--- src/rtl/disp_scan_ctrl.sv ---
// disp_scan_ctrl: time-multiplexed scan controller for a 4-digit display.
// Each digit gets BLANK all-off cycles (anti-ghosting) then DWELL lit cycles;
// one frame is 4*(BLANK+DWELL) cycles. A one-deep pending buffer accepts new
// frames at any time; they become active only at a frame boundary, so the
// displayed frame never changes mid-scan.
//
// Optional feature: define DISP_LZ_BLANK_EN to suppress leading-zero digits
// (digit 0 is always lit). Timing and handshake are unaffected.
//
// Ports:
//   clk          in   clock, rising edge
//   reset_n      in   synchronous active-low reset
//   en           in   scan enable
//   frame_in     in   [15:0] four hex digits, [3:0] = digit 0 (rightmost)
//   frame_valid  in   qualifies frame_in
//   frame_ready  out  pending buffer empty, frame can be accepted
//   an           out  [3:0] active-low digit enables
//   hex_out      out  [3:0] nibble of the scanned digit
//   digit_idx    out  [1:0] index of the scanned digit
//   frame_start  out  one-cycle pulse at the start of each frame
module disp_scan_ctrl #(
    parameter int unsigned DWELL = 12500,
    parameter int unsigned BLANK = 64
) (
    input  logic        clk,
    input  logic        reset_n,
    input  logic        en,
    input  logic [15:0] frame_in,
    input  logic        frame_valid,
    output logic        frame_ready,
    output logic [3:0]  an,
    output logic [3:0]  hex_out,
    output logic [1:0]  digit_idx,
    output logic        frame_start
);

    localparam logic StBlk  = 1'b0;
    localparam logic StShow = 1'b1;

    localparam logic [19:0] BlankLast = 20'(BLANK - 1);
    localparam logic [19:0] DwellLast = 20'(DWELL - 1);

    logic        state_q, state_d;
    logic [1:0]  digit_q, digit_d;
    logic [19:0] cnt_q, cnt_d;
    logic        run_q, run_d;
    logic [15:0] active_q, active_d;
    logic [15:0] pending_q, pending_d;
    logic        pending_full_q, pending_full_d;
    logic [3:0]  an_q, an_d;
    logic [3:0]  hex_q, hex_d;
    logic        frame_start_q, frame_start_d;

    logic        boundary;
    logic        accept;
    logic [3:0]  lz_mask;

    assign accept = frame_valid & ~pending_full_q;

    // Leading-zero mask over the next active frame; bit d set = suppress digit d.
`ifdef DISP_LZ_BLANK_EN
    always_comb begin
        lz_mask    = 4'b0000;
        lz_mask[3] = (active_d[15:12] == 4'h0);
        lz_mask[2] = lz_mask[3] & (active_d[11:8] == 4'h0);
        lz_mask[1] = lz_mask[2] & (active_d[7:4] == 4'h0);
    end
`else
    assign lz_mask = 4'b0000;
`endif

    always_comb begin
        state_d        = state_q;
        digit_d        = digit_q;
        cnt_d          = cnt_q;
        run_d          = run_q;
        active_d       = active_q;
        pending_d      = pending_q;
        pending_full_d = pending_full_q;
        boundary       = 1'b0;

        if (!en) begin
            state_d = StBlk;
            digit_d = 2'd0;
            cnt_d   = 20'd0;
            run_d   = 1'b0;
        end else if (!run_q) begin
            // First cycle after enable (or reset release) opens a fresh frame.
            run_d    = 1'b1;
            state_d  = StBlk;
            digit_d  = 2'd0;
            cnt_d    = 20'd0;
            boundary = 1'b1;
        end else if (state_q == StBlk) begin
            if (cnt_q == BlankLast) begin
                state_d = StShow;
                cnt_d   = 20'd0;
            end else begin
                cnt_d = cnt_q + 20'd1;
            end
        end else begin
            if (cnt_q == DwellLast) begin
                state_d  = StBlk;
                cnt_d    = 20'd0;
                digit_d  = digit_q + 2'd1;
                boundary = (digit_q == 2'd3);
            end else begin
                cnt_d = cnt_q + 20'd1;
            end
        end

        // Transfer and accept are mutually exclusive: accept needs pending empty.
        if (boundary && pending_full_q) begin
            active_d       = pending_q;
            pending_full_d = 1'b0;
        end
        if (accept) begin
            pending_d      = frame_in;
            pending_full_d = 1'b1;
        end
    end

    always_comb begin
        frame_start_d = boundary;
        unique case (digit_d)
            2'd0:    hex_d = active_d[3:0];
            2'd1:    hex_d = active_d[7:4];
            2'd2:    hex_d = active_d[11:8];
            default: hex_d = active_d[15:12];
        endcase
        if (state_d == StShow && !lz_mask[digit_d]) begin
            an_d = ~(4'b0001 << digit_d);
        end else begin
            an_d = 4'b1111;
        end
    end

    always_ff @(posedge clk) begin
        if (!reset_n) begin
            state_q        <= StBlk;
            digit_q        <= 2'd0;
            cnt_q          <= 20'd0;
            run_q          <= 1'b0;
            active_q       <= 16'h0000;
            pending_q      <= 16'h0000;
            pending_full_q <= 1'b0;
            an_q           <= 4'b1111;
            hex_q          <= 4'h0;
            frame_start_q  <= 1'b0;
        end else begin
            state_q        <= state_d;
            digit_q        <= digit_d;
            cnt_q          <= cnt_d;
            run_q          <= run_d;
            active_q       <= active_d;
            pending_q      <= pending_d;
            pending_full_q <= pending_full_d;
            an_q           <= an_d;
            hex_q          <= hex_d;
            frame_start_q  <= frame_start_d;
        end
    end

    assign frame_ready = ~pending_full_q;
    assign an          = an_q;
    assign hex_out     = hex_q;
    assign digit_idx   = digit_q;
    assign frame_start = frame_start_q;

endmodule

--- config.mk ---
export PLATFORM = sky130hd
export DESIGN_NAME = disp_scan_ctrl
export DESIGN_NICKNAME = d
export VERILOG_FILES = /design/src/rtl/disp_scan_ctrl.sv
export SDC_FILE = /design/constraint.sdc
export NUM_CORES = 1
export LEC_CHECK = 0
export ABC_AREA = 0
export CELL_PAD_IN_SITES_DETAIL_PLACEMENT = 1
export CELL_PAD_IN_SITES_GLOBAL_PLACEMENT = 2
export CORE_AREA = 2 2 95 97
export CTS_CLUSTER_SIZE = 25
export DETAILED_ROUTE_END_ITERATION = 12
export DIE_AREA = 0 0 97 99
export GPL_ROUTABILITY_DRIVEN = 0
export PLACE_DENSITY = 0.78
export SETUP_SLACK_MARGIN = 0.05
export SLEW_MARGIN = 30
export SYNTH_ARGS = -nofsm -noshare
export SYNTH_HDL_FRONTEND = slang
export SYNTH_SLANG_ARGS = --single-unit
--- constraint.sdc ---
create_clock -name clk -period 3.2 [get_ports clk]
set_input_delay 0.32 -clock clk [delete_from_list [all_inputs] [get_ports clk]]
set_output_delay 0.32 -clock clk [all_outputs]
set_load 0.03 [all_outputs]
==> metrics.txt <==
status=complete, no violations; GR Util All Layers=0.1545; min Tclk post-route=2.641 ns; Area growth syn-to-layout=22.03%; Fin. Hold Viols=0; grt ovf=0; TritonCTS Sinks=66; Hold Path Cell Cnt=2; Starting Density=0.3327; die area=9603 sq um; Initial DRT Pass Iterations=4; area fraction of the dominant cell type after synthesis=0.4644; antenna violations before repair=0; RSZ-0062 raised after global routing=false; max-cap viol count=0; number of core rows=34; Fillers=1024; initial drt markers=124; synth cell count leaders=66 x dfxtp_1, 49 x nand2_1, 37 x nor2_1; Synth Flop Type=dfxtp_1; Req. time, crit path=3.44 ns; PD cells=499.3 nW/um^2; synth warn=0; number of flops mapped to enable cells by yosys=0; Inserted Diodes=0; Synth Net Count=354; crit start category=register; Longest Clk Path Bufs=2; worst path cell trace=ha_1, nand4_1, or4_4, o21ai_4, nand3_2, a311o_1, a221oi_2; FMAX=0.3786 GHz; CTS Buf Count=9; DR vias/cell=5.021; leakage power=0.001167 uW; Post-synth ARST share=0; Die X=97 um; WP data arrival=2.88 ns; fraction of layout cells with a size suffix above 1=0.07609; Setup TNS Final=0 ns; final instance area=3472 sq um; CTS clk-pin slew, worst paths=0.07 ns; CTS tree=built; Slew Viols, Final=0; core area=8551 sq um; final setup vio count=0; Worst Skew=0.009627 ns; leading area contributor after synthesis=dfxtp_1; crit-path max cell delay=0.56 ns; Final Cycle Share=0.8254; Clock Latency Late Sink=0.34 ns; nets@finish=385; Worst Max-Slew Pin Slew=0.5750 ns; Hold WS=0.4541 ns; Worst Path Max Fanout=17; via count=2390; flops & latches, synth=66; path type of the worst setup path=register to register; drt drc=0; number of global-route vias before repair=2402; global-route wire length before repair=11940 um; Crit. End Element=register; Rel. slew slack=0.6161; level count of the clock H-tree=3; Detail Placement HPWL=5029 um; hold-fix buffer count after cts=0; Die Ht=99 um; Root Driver=clkbuf_8; WL/cell=14.74 um; largest net degree at the start of global routing=32; Synth area leaders=dfxtp_1 46%, nand2_1 6.5%, a21oi_1 4.9%; worst-path cell with the longest stage delay=or4_4; post_cts resized=0; register area share after synthesis=0.4644; Reg2Reg Depth=7; Yosys cell types=46; Setup Fix Bufs, Post-CTS=0; VDD IR max=0.2028 mV; Post-Syn Area=2845 sq um; Util after Layout=0.4061; hold crit path type=register to register; Syn Area/Cell=8.570 sq um; drt total wl=7016 um; Placed Area=3253 sq um; post-synthesis instance total=332; IO Pins=32; IO buf count=31; post-route ant nets=0; most common cell in the netlist=dfxtp_1
layout by cell type, fill, tap and decap left out, types with 3 or more instances in the layout:
cell type        count
xnor2_1              6
xor2_1              13
o21a_1               4
nor3_1               4
o31ai_1              3
clkdlybuf4s50_1     31
buf_4                5
clkbuf_8            10
a21o_1               8
nand3_1             22
o21ai_0             12
nand2_1             49
dfxtp_1             66
nor2_1              37
a21boi_0             3
and3_1               9
nand4_1              5
and2_1               5
a21oi_1             28
nand3b_1             3
nand4b_1             3
a211o_1              3
a41oi_1              3
cells by family after synthesis:
logic type	count (synthesis)	synth area share
AOI/OAI and AO/OA	73	0.1689
xor gates and xnor gates	19	0.05849
adders and majority gates	2	0.008794
buffers and inverters	19	0.03034
DFF	66	0.4644
muxes	2	0.007476
and+or+nand+nor	151	0.2617
layer usage:
| layer | global-route usage | up-vias | routed length [um] |
|---|---|---|---|
| li1 | - | 1227 | - |
| met1 | 0.2242 | 1117 | 3887 |
| met2 | 0.2228 | 39 | 2843 |
| met3 | 0.02979 | 7 | 198 |
| met4 | 0.06717 | 0 | 86 |
| met5 | 0 | - | 0 |
final cells by class:
class	count	area (sq um)	share of cell area
Multi-Input combinational cell	247	1438	0.4141
Inverter	3	11.26	0.003243
Sequential cell	66	1321	0.3805
Tap cell	108	135.1	0.03892
Timing Repair Buffer	36	347.8	0.1002
Clock buffer	11	141.4	0.04072
Clock inverter	5	77.57	0.02234
worst max-delay path: cells and delay by family (launching register included):
kind	cells	cell delay, ns
flip-flops	1	0.39
AO/OA/AOI/OAI	3	0.99
adder cells (fa/ha/maj)	1	0.31
AND/OR/NAND/NOR	3	0.87
final timing paths:
path / end / from / slack, ns
hold reg to reg: pending_q[12]$_SDFFE_PN0P_ / pending_q[12]$_SDFFE_PN0P_ / 0.45
hold / removal: pending_q[12]$_SDFFE_PN0P_ / pending_q[12]$_SDFFE_PN0P_ / 0.45
setup reg to reg: hex_out[2]$_SDFF_PN0_ / cnt_q[0]$_SDFF_PN0_ / 0.56
setup / recovery: hex_out[2]$_SDFF_PN0_ / cnt_q[0]$_SDFF_PN0_ / 0.56
power breakdown:
group / switching, uW / internal [uW] / total [uW]
clock: 317 / 458 / 775
combinational: 59.4 / 46.0 / 105
sequential: 13.5 / 840 / 853
sequential cells by signal, indices dropped and copies added, names as in the netlist:
signal          cells
frame_start         1
an                  4
pending_q          16
run_q               1
hex_out             4
state_q             1
active_q           16
pending_full_q      1
digit_idx           2
cnt_q              20
through the flow:
stage / power (uW) / worst slack [ns] / instances
after detailed placement: 977.9 / 0.5619 / 460
after floorplan: 929.3 / 0.8409 / 332
after global placement: 977.0 / 0.6477 / 460
final: 1734 / 0.5588 / 476
after global routing: 1803 / 0.3746 / 476
after CTS: 1755 / 0.5524 / 476
(Power assumes the default switching activity.)
